`src/rtl/mem_stage_pkg.sv`:
```
// mem_stage_pkg: shared definitions for the memory-access pipeline stage.
//   - RV32I load/store funct3 encodings
//   - FSM state enum
//   - latched-op struct carried from accept to writeback
//   - helpers for access legality and byte-lane masks
package mem_stage_pkg;

  localparam logic [2:0] F3_B  = 3'b000;
  localparam logic [2:0] F3_H  = 3'b001;
  localparam logic [2:0] F3_W  = 3'b010;
  localparam logic [2:0] F3_BU = 3'b100;
  localparam logic [2:0] F3_HU = 3'b101;

  // Byte lanes of the data RAM word.
  localparam int NUM_LANES = 4;

  typedef enum logic {
    IDLE     = 1'b0,
    MEM_WAIT = 1'b1
  } state_e;

  // Fields the load path still needs once the op has left the ID/EX bundle.
  typedef struct packed {
    logic       is_load;
    logic       wr_en;
    logic [2:0] funct3;
    logic [1:0] offset;
  } mem_op_t;

  // Legal funct3 for the direction, and natural alignment for the size.
  // Unsigned store encodings (100/101) and 011/110/111 are illegal.
  function automatic logic mem_op_legal(input logic [2:0] f3,
                                        input logic [1:0] off,
                                        input logic       is_store);
    case (f3)
      F3_B:    return 1'b1;
      F3_BU:   return !is_store;
      F3_H:    return !off[0];
      F3_HU:   return !is_store && !off[0];
      F3_W:    return off == 2'b00;
      default: return 1'b0;
    endcase
  endfunction

  // Byte-enable mask: size from funct3[1:0], shifted to the addressed lane.
  function automatic logic [NUM_LANES-1:0] lane_mask(input logic [2:0] f3,
                                                     input logic [1:0] off);
    case (f3[1:0])
      2'b00:   return 4'b0001 << off;
      2'b01:   return 4'b0011 << off;
      default: return 4'b1111;
    endcase
  endfunction

endpackage

```
`src/rtl/load_data_aligner.sv`:
```
// load_data_aligner: combinational load-data extraction.
// Picks the addressed byte/halfword out of the RAM word and sign- or
// zero-extends it according to funct3. Word loads pass through.
//   rdata  : raw RAM read word
//   offset : addr[1:0] of the load
//   funct3 : RV32I load encoding
//   data   : extended value for the register file
module load_data_aligner
  import mem_stage_pkg::*;
#(
  parameter int XLEN = 32
) (
  input  logic [XLEN-1:0] rdata,
  input  logic [1:0]      offset,
  input  logic [2:0]      funct3,
  output logic [XLEN-1:0] data
);

  logic [XLEN-1:0] shifted;

  // Move the addressed lane down to bit 0.
  assign shifted = rdata >> {offset, 3'b000};

  always_comb begin
    data = rdata;
    case (funct3)
      F3_B:    data = {{(XLEN-8){shifted[7]}},   shifted[7:0]};
      F3_BU:   data = {{(XLEN-8){1'b0}},         shifted[7:0]};
      F3_H:    data = {{(XLEN-16){shifted[15]}}, shifted[15:0]};
      F3_HU:   data = {{(XLEN-16){1'b0}},        shifted[15:0]};
      default: data = rdata;
    endcase
  end

endmodule

```
`src/rtl/mem_access_stage.sv`:
```
// mem_access_stage: pipeline stage after the ALU. Non-memory ops are
// forwarded to a registered register-file write one cycle after accept.
// Loads/stores run a req/ack transaction against the data RAM and hold off
// upstream (ex_ready = 0) until the RAM acknowledges.
// Ports:
//   clk, reset           pipeline clock, synchronous active-high reset
//   ex_valid / ex_ready  op handshake from the ALU stage
//   alu_result           result or effective address
//   store_data, funct3   store value and access size/sign
//   mem_rd, mem_wr       load / store op
//   reg_wr_en_in/addr_in destination register write request
//   ram_*                data RAM request (word address, lane data, byte enables)
//   ram_ack, ram_rdata   RAM completion and read data (same cycle)
//   wb_en/addr/data      registered register-file write
//   misalign_err         pulse for a misaligned or illegal memory op
// The data lanes assume XLEN = 32 (four byte lanes).
module mem_access_stage
  import mem_stage_pkg::*;
#(
  parameter int XLEN       = 32,
  parameter int REG_ADDR_W = 5
) (
  input  logic                  clk,
  input  logic                  reset,
  input  logic                  ex_valid,
  output logic                  ex_ready,
  input  logic [XLEN-1:0]       alu_result,
  input  logic [XLEN-1:0]       store_data,
  input  logic [2:0]            funct3,
  input  logic                  mem_rd,
  input  logic                  mem_wr,
  input  logic                  reg_wr_en_in,
  input  logic [REG_ADDR_W-1:0] reg_wr_addr_in,
  output logic                  ram_req,
  output logic                  ram_we,
  output logic [XLEN-1:0]       ram_addr,
  output logic [XLEN-1:0]       ram_wdata,
  output logic [3:0]            ram_be,
  input  logic                  ram_ack,
  input  logic [XLEN-1:0]       ram_rdata,
  output logic                  wb_en,
  output logic [REG_ADDR_W-1:0] wb_addr,
  output logic [XLEN-1:0]       wb_data,
  output logic                  misalign_err
);

  state_e                      state;
  mem_op_t                     op;
  logic [REG_ADDR_W-1:0]       op_rd;

  logic                        accept;
  logic                        is_mem;
  logic                        op_legal;
  logic [NUM_LANES-1:0]        be_nxt;
  logic [NUM_LANES-1:0][7:0]   wlane;
  logic [XLEN-1:0]             ld_data;

  assign accept   = ex_valid && ex_ready;
  assign is_mem   = mem_rd || mem_wr;
  assign op_legal = mem_op_legal(funct3, alu_result[1:0], mem_wr);
  assign be_nxt   = lane_mask(funct3, alu_result[1:0]);

  // Replicate the store value across lanes so the RAM only needs byte
  // enables: bytes go to every lane, halves to every lane pair.
  for (genvar i = 0; i < NUM_LANES; i++) begin : g_lane
    assign wlane[i] = (funct3[1:0] == 2'b00) ? store_data[7:0]
                    : (funct3[1:0] == 2'b01) ? store_data[8*(i%2) +: 8]
                    :                          store_data[8*i +: 8];
  end

  // Extraction works off the latched offset/funct3 since the ID/EX
  // fields have moved on by the time the RAM answers.
  load_data_aligner #(.XLEN(XLEN)) u_align (
    .rdata  (ram_rdata),
    .offset (op.offset),
    .funct3 (op.funct3),
    .data   (ld_data)
  );

  always_ff @(posedge clk) begin
    if (reset) begin
      state        <= IDLE;
      ex_ready     <= 1'b1;
      ram_req      <= 1'b0;
      ram_we       <= 1'b0;
      ram_addr     <= '0;
      ram_wdata    <= '0;
      ram_be       <= '0;
      wb_en        <= 1'b0;
      wb_addr      <= '0;
      wb_data      <= '0;
      misalign_err <= 1'b0;
      op           <= '0;
      op_rd        <= '0;
    end else begin
      // Writeback and error are single-cycle pulses.
      wb_en        <= 1'b0;
      misalign_err <= 1'b0;
      case (state)
        IDLE: begin
          if (accept) begin
            if (!is_mem) begin
              wb_en   <= reg_wr_en_in && (reg_wr_addr_in != '0);
              wb_addr <= reg_wr_addr_in;
              wb_data <= alu_result;
            end else if (!op_legal) begin
              // Dropped: no RAM traffic, no writeback, stay ready.
              misalign_err <= 1'b1;
            end else begin
              state     <= MEM_WAIT;
              ex_ready  <= 1'b0;
              ram_req   <= 1'b1;
              ram_we    <= mem_wr;
              ram_addr  <= {alu_result[XLEN-1:2], 2'b00};
              ram_wdata <= wlane;
              ram_be    <= be_nxt;
              op        <= '{is_load: mem_rd,
                              wr_en:   reg_wr_en_in,
                              funct3:  funct3,
                              offset:  alu_result[1:0]};
              op_rd     <= reg_wr_addr_in;
            end
          end
        end
        MEM_WAIT: begin
          // Request fields are held untouched until the ack cycle.
          if (ram_ack) begin
            state    <= IDLE;
            ex_ready <= 1'b1;
            ram_req  <= 1'b0;
            ram_we   <= 1'b0;
            if (op.is_load) begin
              wb_en   <= op.wr_en && (op_rd != '0);
              wb_addr <= op_rd;
              wb_data <= ld_data;
            end
          end
        end
        default: begin
          state    <= IDLE;
          ex_ready <= 1'b1;
          ram_req  <= 1'b0;
        end
      endcase
    end
  end

endmodule

```
`config.mk`:
```
export PLATFORM = sky130hd
export DESIGN_NAME = mem_access_stage
export DESIGN_NICKNAME = d
export VERILOG_FILES = /design/src/rtl/mem_stage_pkg.sv /design/src/rtl/load_data_aligner.sv /design/src/rtl/mem_access_stage.sv
export SDC_FILE = /design/constraint.sdc
export NUM_CORES = 1
export LEC_CHECK = 0
export BUFFER_PORTS_ARGS = -buffer_cell sky130_fd_sc_hd__buf_2
export CAP_MARGIN = 20
export CORE_ASPECT_RATIO = 0.8
export CORE_UTILIZATION = 44
export DETAILED_ROUTE_END_ITERATION = 16
export PLACE_DENSITY = 0.77
export SLEW_MARGIN = 20
export SYNTH_ARGS = -nofsm -noshare
export SYNTH_HDL_FRONTEND = slang
export SYNTH_SLANG_ARGS = --single-unit
export TNS_END_PERCENT = 5
```
`constraint.sdc`:
```
create_clock -name clk -period 1.57 [get_ports clk]
set_clock_uncertainty 0.05 [all_clocks]
set_input_delay 0.0785 -clock clk [delete_from_list [all_inputs] [get_ports clk]]
set_output_delay 0.0785 -clock clk [all_outputs]
set_load 0.05 [all_outputs]
```
* After elaboration in Yosys (flattened, before gate mapping)
Cells that the tools add are included.
** Storage, ports and cells
- Output and inout port bits :: 110
- Word-level logic and storage cells :: 96
- Flip-flop bits (word level) :: 121
** Cells by class
- Reduce and logical (&&, ||, !) cells :: 17
- Equality and inequality tests :: 14
- Shifts and indexed selects :: 3
- Bitwise gates (word level) :: 3
- Multiplexer cells :: 43
** Operator list (number)
- $mux W32 :: 4
- $pmux W32 S4 :: 1
- $pmux W32 S2 :: 1
- $mux W8 :: 5
- $shr A32 B5 Y16 :: 1
- $mux W1 :: 20
- $mux W5 :: 4
- $eq A3 B3 Y1 const B :: 4
- $reduce_and A4 Y1 :: 3
- $ne A2 B2 Y1 const B :: 5
- $pmux W1 S2 :: 5
- $pmux W5 S2 :: 1
- $reduce_bool A5 Y1 :: 2
- $pmux W4 S2 :: 1
- $eq A3 B1 Y1 const B :: 2
- $logic_not A3 Y1 :: 2
- $pmux W1 S5 :: 1
- $logic_and A1 B1 Y1 :: 4
- $logic_not A2 Y1 :: 2
- $reduce_or A4 Y1 :: 1
- $shl A1 B2 Y4 const A :: 1
- $shl A2 B2 Y4 const A :: 1
- $eq A3 B2 Y1 const B :: 1
- $not A1 Y1 :: 3
- 4 further kinds :: 5

* Depth between registers and ports, before layout
Gate-level depths: netlist (run 1).
- Depth after elaboration :: 7
- Mapped depth :: 7
- Depth with buffers taken out :: 4

* Cells and area by module
Synthesis (run 1) repeated with hierarchy kept, for this count alone.
** Unflattened totals
- Cell total of the unflattened synthesis :: 679
- Area total of the unflattened synthesis :: 5790.6 µm²
** By module, submodules not included
- mem_access_stage :: sequential area each 2422.3 µm², times used 1, cells each 568, area an instance 5074.9 µm²
- load_data_aligner :: sequential area each 0.0 µm², times used 1, cells each 111, area an instance 715.7 µm²

* Worst setup path after synthesis (run 1)
OpenSTA, ideal clock, no wires.
- Path kind :: reg-to-reg
- Start :: register ex_ready
- End :: register wb_data[29]
- Data arrival time :: 1.739 ns
- Setup slack :: -0.314 ns
- Library setup time :: 0.095 ns
- Required time :: 1.425 ns
- Period minus slack after synthesis :: 1.884 ns
- Cell stages (with the launch flop) :: 6
- Cell sequence :: dfxtp_1 -> and3b_1 -> a21o_1 -> clkbuf_1 -> o21ai_0 -> a221oi_1
** Between the ends
- Cells in the longest elaborated chain, start to end :: 3
** Ends and longest elaborated chain
- from (decl) :: line mem_access_stage.sv:26 : output logic ex_ready,
- from (signal assigned) :: line mem_access_stage.sv:83 : ex_ready <= 1'b1;
- from (signal assigned) :: line mem_access_stage.sv:111 : ex_ready <= 1'b0;
- from (signal assigned) :: line mem_access_stage.sv:129 : ex_ready <= 1'b1;
- $logic_and A1 B1 Y1 :: line mem_access_stage.sv:58 : assign accept = ex_valid && ex_ready;
- $ne A2 B2 Y1 (no source line)
- $reduce_and A4 Y1 (no source line)
- to (signal assigned) :: line mem_access_stage.sv:105 : wb_data <= alu_result;
- to (signal assigned) :: line mem_access_stage.sv:135 : wb_data <= ld_data;
- to (decl) :: line mem_access_stage.sv:43 : output logic [XLEN-1:0] wb_data,
Every way passes these cells.
A chain may end at the register's enable or synchronous reset.

* Worst setup path in the final report (run 1)
- Start :: register op[1] (netlist bit)
- End :: register wb_data[10]
** Between the ends
- Cells in the longest elaborated chain, start to end :: 5
** Ends and longest elaborated chain
- from (decl) :: line mem_access_stage.sv:48 : mem_op_t op;
- from (signal assigned) :: line mem_access_stage.sv:117 : op <= '{is_load: mem_rd,
- $shr A32 B5 Y16 :: line load_data_aligner.sv:22 : assign shifted = rdata >> {offset, 3'b000};
- $pmux W32 S4 :: line load_data_aligner.sv:26 : case (funct3)
- $mux W32 :: line mem_access_stage.sv:132 : if (op.is_load) begin
- $mux W32 :: line mem_access_stage.sv:127 : if (ram_ack) begin
- $pmux W32 S2 :: line mem_access_stage.sv:99 : case (state)
Every way passes these cells. The select of a mux whose other input is x is not followed.

==> results of run 1 <==
flip-flops by register name, summed over array words and instances (netlist names):
| signal | flops |
|---|---|
| wb_addr | 5 |
| state | 1 |
| wb_data | 32 |
| wb_en | 1 |
| ram_we | 1 |
| op_rd | 5 |
| ram_addr | 30 |
| ram_wdata | 32 |
| op | 7 |
| ram_req | 1 |
| ex_ready | 1 |
| misalign_err | 1 |
| ram_be | 4 |
repair_timing:
item | 4_1_cts | 5_1_grt
gates cloned | 0 | 1
endpoints found under the setup margin | 97 | 112
pin swaps | 10 | 3
gates resized for setup | 17 | 15
setup buffers | 0 | 1
hold endpoints to repair | 99 | 0
hold buffers | 79 | 0
cell families after synthesis:
logic type | Yosys count | synth area share
buffers and inverters | 68 | 0.05288
AND/OR/NAND/NOR | 242 | 0.1848
flip-flops | 121 | 0.4394
AO/OA/AOI/OAI | 202 | 0.2492
multiplexers | 39 | 0.07308
other | 1 | 0.0006802
how the worst min path moves through the flow:
stage,start,to,cells after the start
after CTS,ram_rdata[12],wb_data[12],3
final,store_data[19],ram_wdata[19],3
after global routing,alu_result[0],op[0],4
after detailed placement,alu_result[29],ram_addr[29],3
after global placement,alu_result[22],ram_addr[22],3
after floorplan,alu_result[1],op[1],2
where the power goes:
part | internal [mW] | total [mW] | leakage, nW | switching [mW]
registers | 3.22 | 3.30 | 0.986 | 0.0815
logic | 0.671 | 1.82 | 2.56 | 1.15
clock network | 2.28 | 3.67 | 0.273 | 1.39
stage by stage:
stage | cells | utilization | power [mW] | setup slack (ns)
after floorplan | 674 | - | 4.369 | -0.07750
after global placement | 1058 | 0.5904 | 4.907 | -0.2365
after detailed placement | 1058 | 0.5904 | 4.920 | -0.2895
after CTS | 1168 | 0.7066 | 8.716 | -0.2052
after global routing | 1170 | 0.7163 | 9.081 | -0.3007
final | 1171 | 0.7165 | 8.792 | -0.2166
cell usage after synthesis (all sizes together) (2+ instances only):
library cell,instances
a211o,3
a211oi,30
a21o,10
a21oi,74
a221oi,24
a22o,7
a2bb2oi,7
buf,18
clkbuf,46
dfxtp,121
inv,4
mux2i,38
nand2,152
nand2b,11
nand3b,10
nor2,50
nor2b,4
nor3,8
o211ai,9
o21ai,17
o221ai,7
o41ai,8
or4,2
per-layer routing:
| metal | up-vias | track usage |
|---|---|---|
| met5 | - | 0 |
| met4 | 0 | 0.1584 |
| met3 | 88 | 0.08691 |
| met2 | 353 | 0.4713 |
| met1 | 3014 | 0.3909 |
| li1 | 3028 | - |
worst reg2reg max path, stage by stage (launching register included):
cell,delay [ns]
sky130_fd_sc_hd__dfxtp_4,0.37
sky130_fd_sc_hd__mux4_2,0.55
sky130_fd_sc_hd__a21o_4,0.27
sky130_fd_sc_hd__a221oi_2,0.30
sky130_fd_sc_hd__o41ai_1,0.12
layout make-up:
cell class              instances  area [um^2]  area share
clock inverters                 8        71.32    0.008155
inverters                       4        15.01    0.001717
clock buffers                  23        478.0     0.05465
diodes                          1        2.502   0.0002861
repair buffers                358         2505      0.2864
multi-input cells             485         3028      0.3462
flip-flops and latches        121         2432      0.2781
well taps                     171        214.0     0.02446
==> impl_summary.log, run 1 <==
[metrics] result of the run: finished with violations
[metrics] violations in the final reports: setup timing
[metrics] startpoint kind of the worst setup timing path: register
[metrics] antenna-violating nets left: 0
[metrics] clock slew seen by the registers of the worst setup and hold paths: approximately 0.050 ns
[metrics] highest routed layer: met4
[metrics] Layout Nets: 1098
[metrics] Setup TNS Final: -5.992 ns
[metrics] destination of the worst register-to-register timing path: wb_data[10]
[metrics] vias in the first global route: around 6000
[metrics] # setup viols final: 96
[metrics] post-synth top area share: 0.4394
[metrics] maximum clock frequency: approximately 560 MHz
[metrics] VDD IR-drop max: approximately 800 uV
[metrics] number of fillers in the final layout: between 800 and 900
[metrics] Clk Latency, worst-skew pair: between 0.4 and 0.5 ns
[metrics] total iterations of the first detailed-routing run: 8
[metrics] slowest stage delay, CP: roughly 0.55 ns
[metrics] length of routed met3 wiring: around 1.8 mm
[metrics] count of final max-slew check failures: 0
[metrics] WP depth: 4
[metrics] fraction of layout cells with a size suffix above 1: 0.3504
[metrics] CP Data Arrival Time: just over 2 ns
[metrics] wire length reported by the detailed router: between 20 and 25 mm
[metrics] CTS tree: yes
[metrics] initial core utilization: 0.4516
[metrics] Vert. Die Dim: around 100 um
[metrics] CTS sink count: roughly 120
[metrics] clock period minus final worst setup slack: approximately 1.8 ns
[metrics] Worst Setup SP: op[1]
[metrics] growth of design area from synthesis to finish: 58.65%
[metrics] relative slew slack: 0.6618
[metrics] leading area contributor after synthesis: sky130_fd_sc_hd__dfxtp_1
[metrics] FFs w/ async S/R, synth: 0
[metrics] wire length of the first global-routing pass: slightly above 30 mm
[metrics] maximum number of pins on one net before global-route repair: 64
[metrics] count of flip-flops with a built-in enable after synthesis: 0
[metrics] largest cells by area after synthesis: sky130_fd_sc_hd__dfxtp_1, sky130_fd_sc_hd__nand2_1, sky130_fd_sc_hd__mux2i_1
[metrics] required time worst endpoint: 1.80 ns
[metrics] crit path capture type: register
[metrics] flip-flop cell with the highest count after synthesis: sky130_fd_sc_hd__dfxtp_1
[metrics] r2r worst-path depth: 4
[metrics] Root Buffer: sky130_fd_sc_hd__clkbuf_16
[metrics] summed instance area of the synthesized netlist: roughly 5500 um^2
[metrics] routed vias/inst: between 5 and 6
[metrics] met2 WL: about 9.3 mm
[metrics] Die Span X: ~130 um
[metrics] unique cell type count in the Yosys netlist: 40
[metrics] met1 layer wirelength in the final routing: between 8 and 9 mm
[metrics] unrepaired setup endpoints after global routing: true
[metrics] sum of buffers and inverters on the critical path: 0
[metrics] all-layer global routing usage: 0.3048
[metrics] portion of the clock cycle consumed by the worst path in the final layout: 1.138
[metrics] flop2flop setup slack: -0.22 ns
[metrics] Worst R2R Start: op[1]
[metrics] type of the worst setup path: reg -> reg
[metrics] count of final hold-check violations: 0
[metrics] post-route standard cell area excluding fillers: just under 9000 um^2
[metrics] minimum hold slack: between 0.01 and 0.015 ns
[metrics] routability congestion estimate from global placement: a little under 1
[metrics] FF+latch count, synth: ~120
[metrics] number of warnings reported in the yosys synthesis log: 0
[metrics] starting DRC count in detailed routing: around 720
[metrics] Die Area: approximately 13000 um^2
[metrics] Worst Setup Slack, final: -0.2166 ns
[metrics] initial antenna violation count: 1
[metrics] count of boundary I/O pins: between 200 and 250
[metrics] synthesized instance count: just under 700
[metrics] Critical Path, Cell by Cell: mux4_2 > a21o_4 > a221oi_2 > o41ai_1
[metrics] drc violations: 0
[metrics] H-tree depth: 4
[metrics] ratio of total power to cell area: just over 1000 nW/um^2
[metrics] number of buffers on the longest clock path: 2
[metrics] largest delay contributor family on the critical path: compound AO/OA/AOI/OAI gates
[metrics] slowest stage cell, crit path: sky130_fd_sc_hd__mux4_2
[metrics] area of placed instances: about 7000 um^2
[metrics] CTS Buf Count: 17
[metrics] via count: between 6000 and 7000
[metrics] MaxCap Viol Count: 0
[metrics] Overflow after GRT: 0
[metrics] static power due to leakage: ~3.8 nW
[metrics] capture point of the critical path: wb_data[10]
[metrics] Worst Max-Slew Pin Slew: approximately 0.5 ns
[metrics] routed length per instance: 17.81 um
[metrics] most used cells in the layout excluding fill and tap cells: sky130_fd_sc_hd__buf_2, sky130_fd_sc_hd__nand2_1, sky130_fd_sc_hd__dfxtp_1, sky130_fd_sc_hd__dlygate4sd3_1, sky130_fd_sc_hd__a21oi_1
[metrics] PortBufs: roughly 220
[metrics] worst min-delay path class: in -> reg
[metrics] core area: around 12000 um^2
[metrics] number of cell rows: 36
[metrics] sequential-to-total area share from yosys stat: 0.4394
[metrics] average size of a mapped cell: 8.191 um^2
[metrics] post-DP HPWL: between 10 and 15 mm
[metrics] most frequent standard cell in the layout excluding fill and tap cells: sky130_fd_sc_hd__buf_2
[metrics] crit-path max FO: 6
Power figures use the tool's default switching activity.
==> run 2, diff against run 1 <==
--- a/config.mk
+++ b/config.mk
@@ -7,10 +7,12 @@
 export LEC_CHECK = 0
 export BUFFER_PORTS_ARGS = -buffer_cell sky130_fd_sc_hd__buf_2
 export CAP_MARGIN = 20
+export CELL_PAD_IN_SITES_DETAIL_PLACEMENT = 1
+export CELL_PAD_IN_SITES_GLOBAL_PLACEMENT = 1
 export CORE_ASPECT_RATIO = 0.8
-export CORE_UTILIZATION = 44
+export CORE_UTILIZATION = 31
 export DETAILED_ROUTE_END_ITERATION = 16
-export PLACE_DENSITY = 0.77
+export PLACE_DENSITY_LB_ADDON = 0.1
 export SLEW_MARGIN = 20
 export SYNTH_ARGS = -nofsm -noshare
 export SYNTH_HDL_FRONTEND = slang
==> impl_summary.log, run 2 (synthesis gave the netlist of run 1 again) <==
[metrics] static power due to leakage: 3.861 nW (+1.2%)
[metrics] crit path capture type: register
[metrics] wire length reported by the detailed router: 24.52 mm (+18%)
[metrics] Worst Max-Slew Pin Slew: 0.7643 ns (+0.2570 ns)
[metrics] H-tree depth: 4 (unchanged)
[metrics] startpoint kind of the worst setup timing path: register
[metrics] unrepaired setup endpoints after global routing: true
[metrics] CTS Buf Count: 17 (unchanged)
[metrics] routed vias/inst: 5.203 (-6.0%)
[metrics] violations in the final reports: setup timing
[metrics] all-layer global routing usage: 0.2626 (-0.04223)
[metrics] Overflow after GRT: 0 (unchanged)
[metrics] routability congestion estimate from global placement: 0.8979 (-7.5%)
[metrics] CTS tree: yes
[metrics] CTS sink count: 121 (unchanged)
[metrics] most used cells in the layout excluding fill and tap cells: sky130_fd_sc_hd__buf_2, sky130_fd_sc_hd__nand2_1, sky130_fd_sc_hd__dfxtp_1, sky130_fd_sc_hd__dlygate4sd3_1, sky130_fd_sc_hd__a21oi_1
[metrics] CP Data Arrival Time: 2.03 ns (about the same)
[metrics] fraction of layout cells with a size suffix above 1: 0.3578 (+0.007439)
[metrics] Layout Nets: 1093 (-0.46%)
[metrics] number of buffers on the longest clock path: 2 (unchanged)
[metrics] initial core utilization: 0.3172 (-0.1344)
[metrics] Clk Latency, worst-skew pair: 0.42 ns (about the same)
[metrics] count of boundary I/O pins: 221 (unchanged)
[metrics] flop2flop setup slack: -0.23 ns (about the same)
[metrics] count of final max-slew check failures: 0 (unchanged)
[metrics] wire length of the first global-routing pass: 36.32 mm (+18%)
[metrics] growth of design area from synthesis to finish: 63.21%
[metrics] largest registers ranked by flip-flop count: ram_wdata (32), wb_data (32), ram_addr (30)
[metrics] MaxCap Viol Count: 0 (unchanged)
[metrics] vias in the first global route: 6613 (+11%)
[metrics] ratio of total power to cell area: 1043 nW/um^2 (+3.8%)
[metrics] Die Span X: 151.1 um (+19%)
[metrics] Worst Setup Slack, final: -0.2279 ns (-0.01128 ns)
[metrics] crit-path max FO: 8 (+2)
[metrics] via count: 6348 (-2.1%)
[metrics] maximum clock frequency: 556.2 MHz (-0.63%)
[metrics] core area: 17380 um^2 (+42%)
[metrics] routed length per instance: 20.10 um (+13%)
[metrics] number of fillers in the final layout: 2054 (+130%)
[metrics] required time worst endpoint: 1.80 ns (about the same)
[metrics] antenna-violating nets left: 0 (unchanged)
[metrics] post-DP HPWL: 16.71 mm (+29%)
[metrics] starting DRC count in detailed routing: 261 (-64%)
[metrics] clock slew seen by the registers of the worst setup and hold paths: 0.06 ns (about the same)
[metrics] result of the run: finished with violations
[metrics] Ant. Diodes: 0 (-1)
[metrics] number of cell rows: 43 (+19%)
[metrics] VDD IR-drop max: 654.7 uV (-18%)
[metrics] worst min-delay path class: in -> reg
[metrics] count of final hold-check violations: 0 (unchanged)
[metrics] # setup viols final: 108 (+13%)
[metrics] total iterations of the first detailed-routing run: 4 (-4)
[metrics] PortBufs: 218 (unchanged)
[metrics] drc violations: 0 (unchanged)
[metrics] Vert. Die Dim: 121.3 um (+19%)
[metrics] type of the worst setup path: reg -> reg
[metrics] maximum number of pins on one net before global-route repair: 67 (+4.7%)
[metrics] most frequent standard cell in the layout excluding fill and tap cells: sky130_fd_sc_hd__buf_2
[metrics] Root Buffer: sky130_fd_sc_hd__clkbuf_16
[metrics] relative slew slack: 0.4905 (-0.1713)
[metrics] Die Area: 18320 um^2 (+41%)
[metrics] minimum hold slack: 0.02532 ns (+0.01111 ns)
[metrics] Setup TNS Final: -10.33 ns (-4.333 ns)
[metrics] initial antenna violation count: 0 (-1)
[metrics] clock period minus final worst setup slack: 1.798 ns (+0.01128 ns)
[metrics] portion of the clock cycle consumed by the worst path in the final layout: 1.145 (+0.007188)
[run 2: cell count changes in the layout (fill, tap and decap cells not counted), sizes merged]
cell,previous run,this run
clkinvlp,1,2
bufinv,1,3
clkinv,6,3
clkbuf,24,23
buf,278,273
diode,1,0
inv,4,6
[run 2: critical path, stage by stage (launching register included)]
cell and delay, ns:
sky130_fd_sc_hd__dfxtp_2 0.35, sky130_fd_sc_hd__mux4_2 0.56, sky130_fd_sc_hd__a21o_4 0.32, sky130_fd_sc_hd__a221oi_4 0.29, sky130_fd_sc_hd__o41ai_2 0.09
[run 2: timing repair]
action	in CTS	in global routing
pin swaps	19	8
gates resized for setup	22	28
setup endpoints to repair	110	113
hold buffers	79	0
hold endpoints to repair	98	0
setup buffers	0	4
cloned	0	2
[run 2: path summary, 6_finish.rpt]
kind                  from       endpoint  cells past startpoint
max                  op[1]    wb_data[15]                      4
min          alu_result[1]          op[1]                      4
max reg2reg          op[1]    wb_data[15]                      4
min reg2reg  ram_wdata[29]  ram_wdata[29]                      2
[run 2: final cells by class]
| cell class | count | area (um^2) | area share |
|---|---|---|---|
| clock buffer | 22 | 485.5 | 0.05396 |
| sequential | 121 | 2430 | 0.2701 |
| inverter | 4 | 15.01 | 0.001669 |
| tap | 225 | 281.5 | 0.03129 |
| multi-input combinational | 485 | 3148 | 0.3499 |
| clock inverter | 10 | 137.6 | 0.01530 |
| timing repair buffer | 353 | 2500 | 0.2778 |
[run 2: per-stage QoR]
| stage | worst slack [ns] | util | instance area (um^2) | total power, mW | std cells |
|---|---|---|---|---|---|
| CTS | -0.2077 | 0.5057 | 8787 | 9.352 | 1214 |
| finish | -0.2279 | 0.5177 | 8997 | 9.384 | 1220 |
| detailed placement | -0.4155 | 0.4169 | 7244 | 4.999 | 1103 |
| global placement | -0.4360 | 0.4169 | 7244 | 4.952 | 1103 |
| floorplan | -0.07750 | - | 5649 | 4.369 | 674 |
| global route | -0.2860 | 0.5177 | 8997 | 9.711 | 1220 |
[run 2: power by group]
part           switching [mW]  internal [mW]
Combinational            1.21          0.691
Sequential             0.0881           3.22
Clock                    1.50           2.68
[run 2: per-layer routing]
layer | vias up | track usage | wire length, um | share of wire
met2 | 189 | 0.4120 | 11120 | 0.45
met4 | 0 | 0.09563 | 554 | 0.023
li1 | 3011 | - | - | -
met3 | 40 | 0.06241 | 1237 | 0.050
met5 | - | 0 | 0 | 0
met1 | 3108 | 0.3483 | 11600 | 0.47
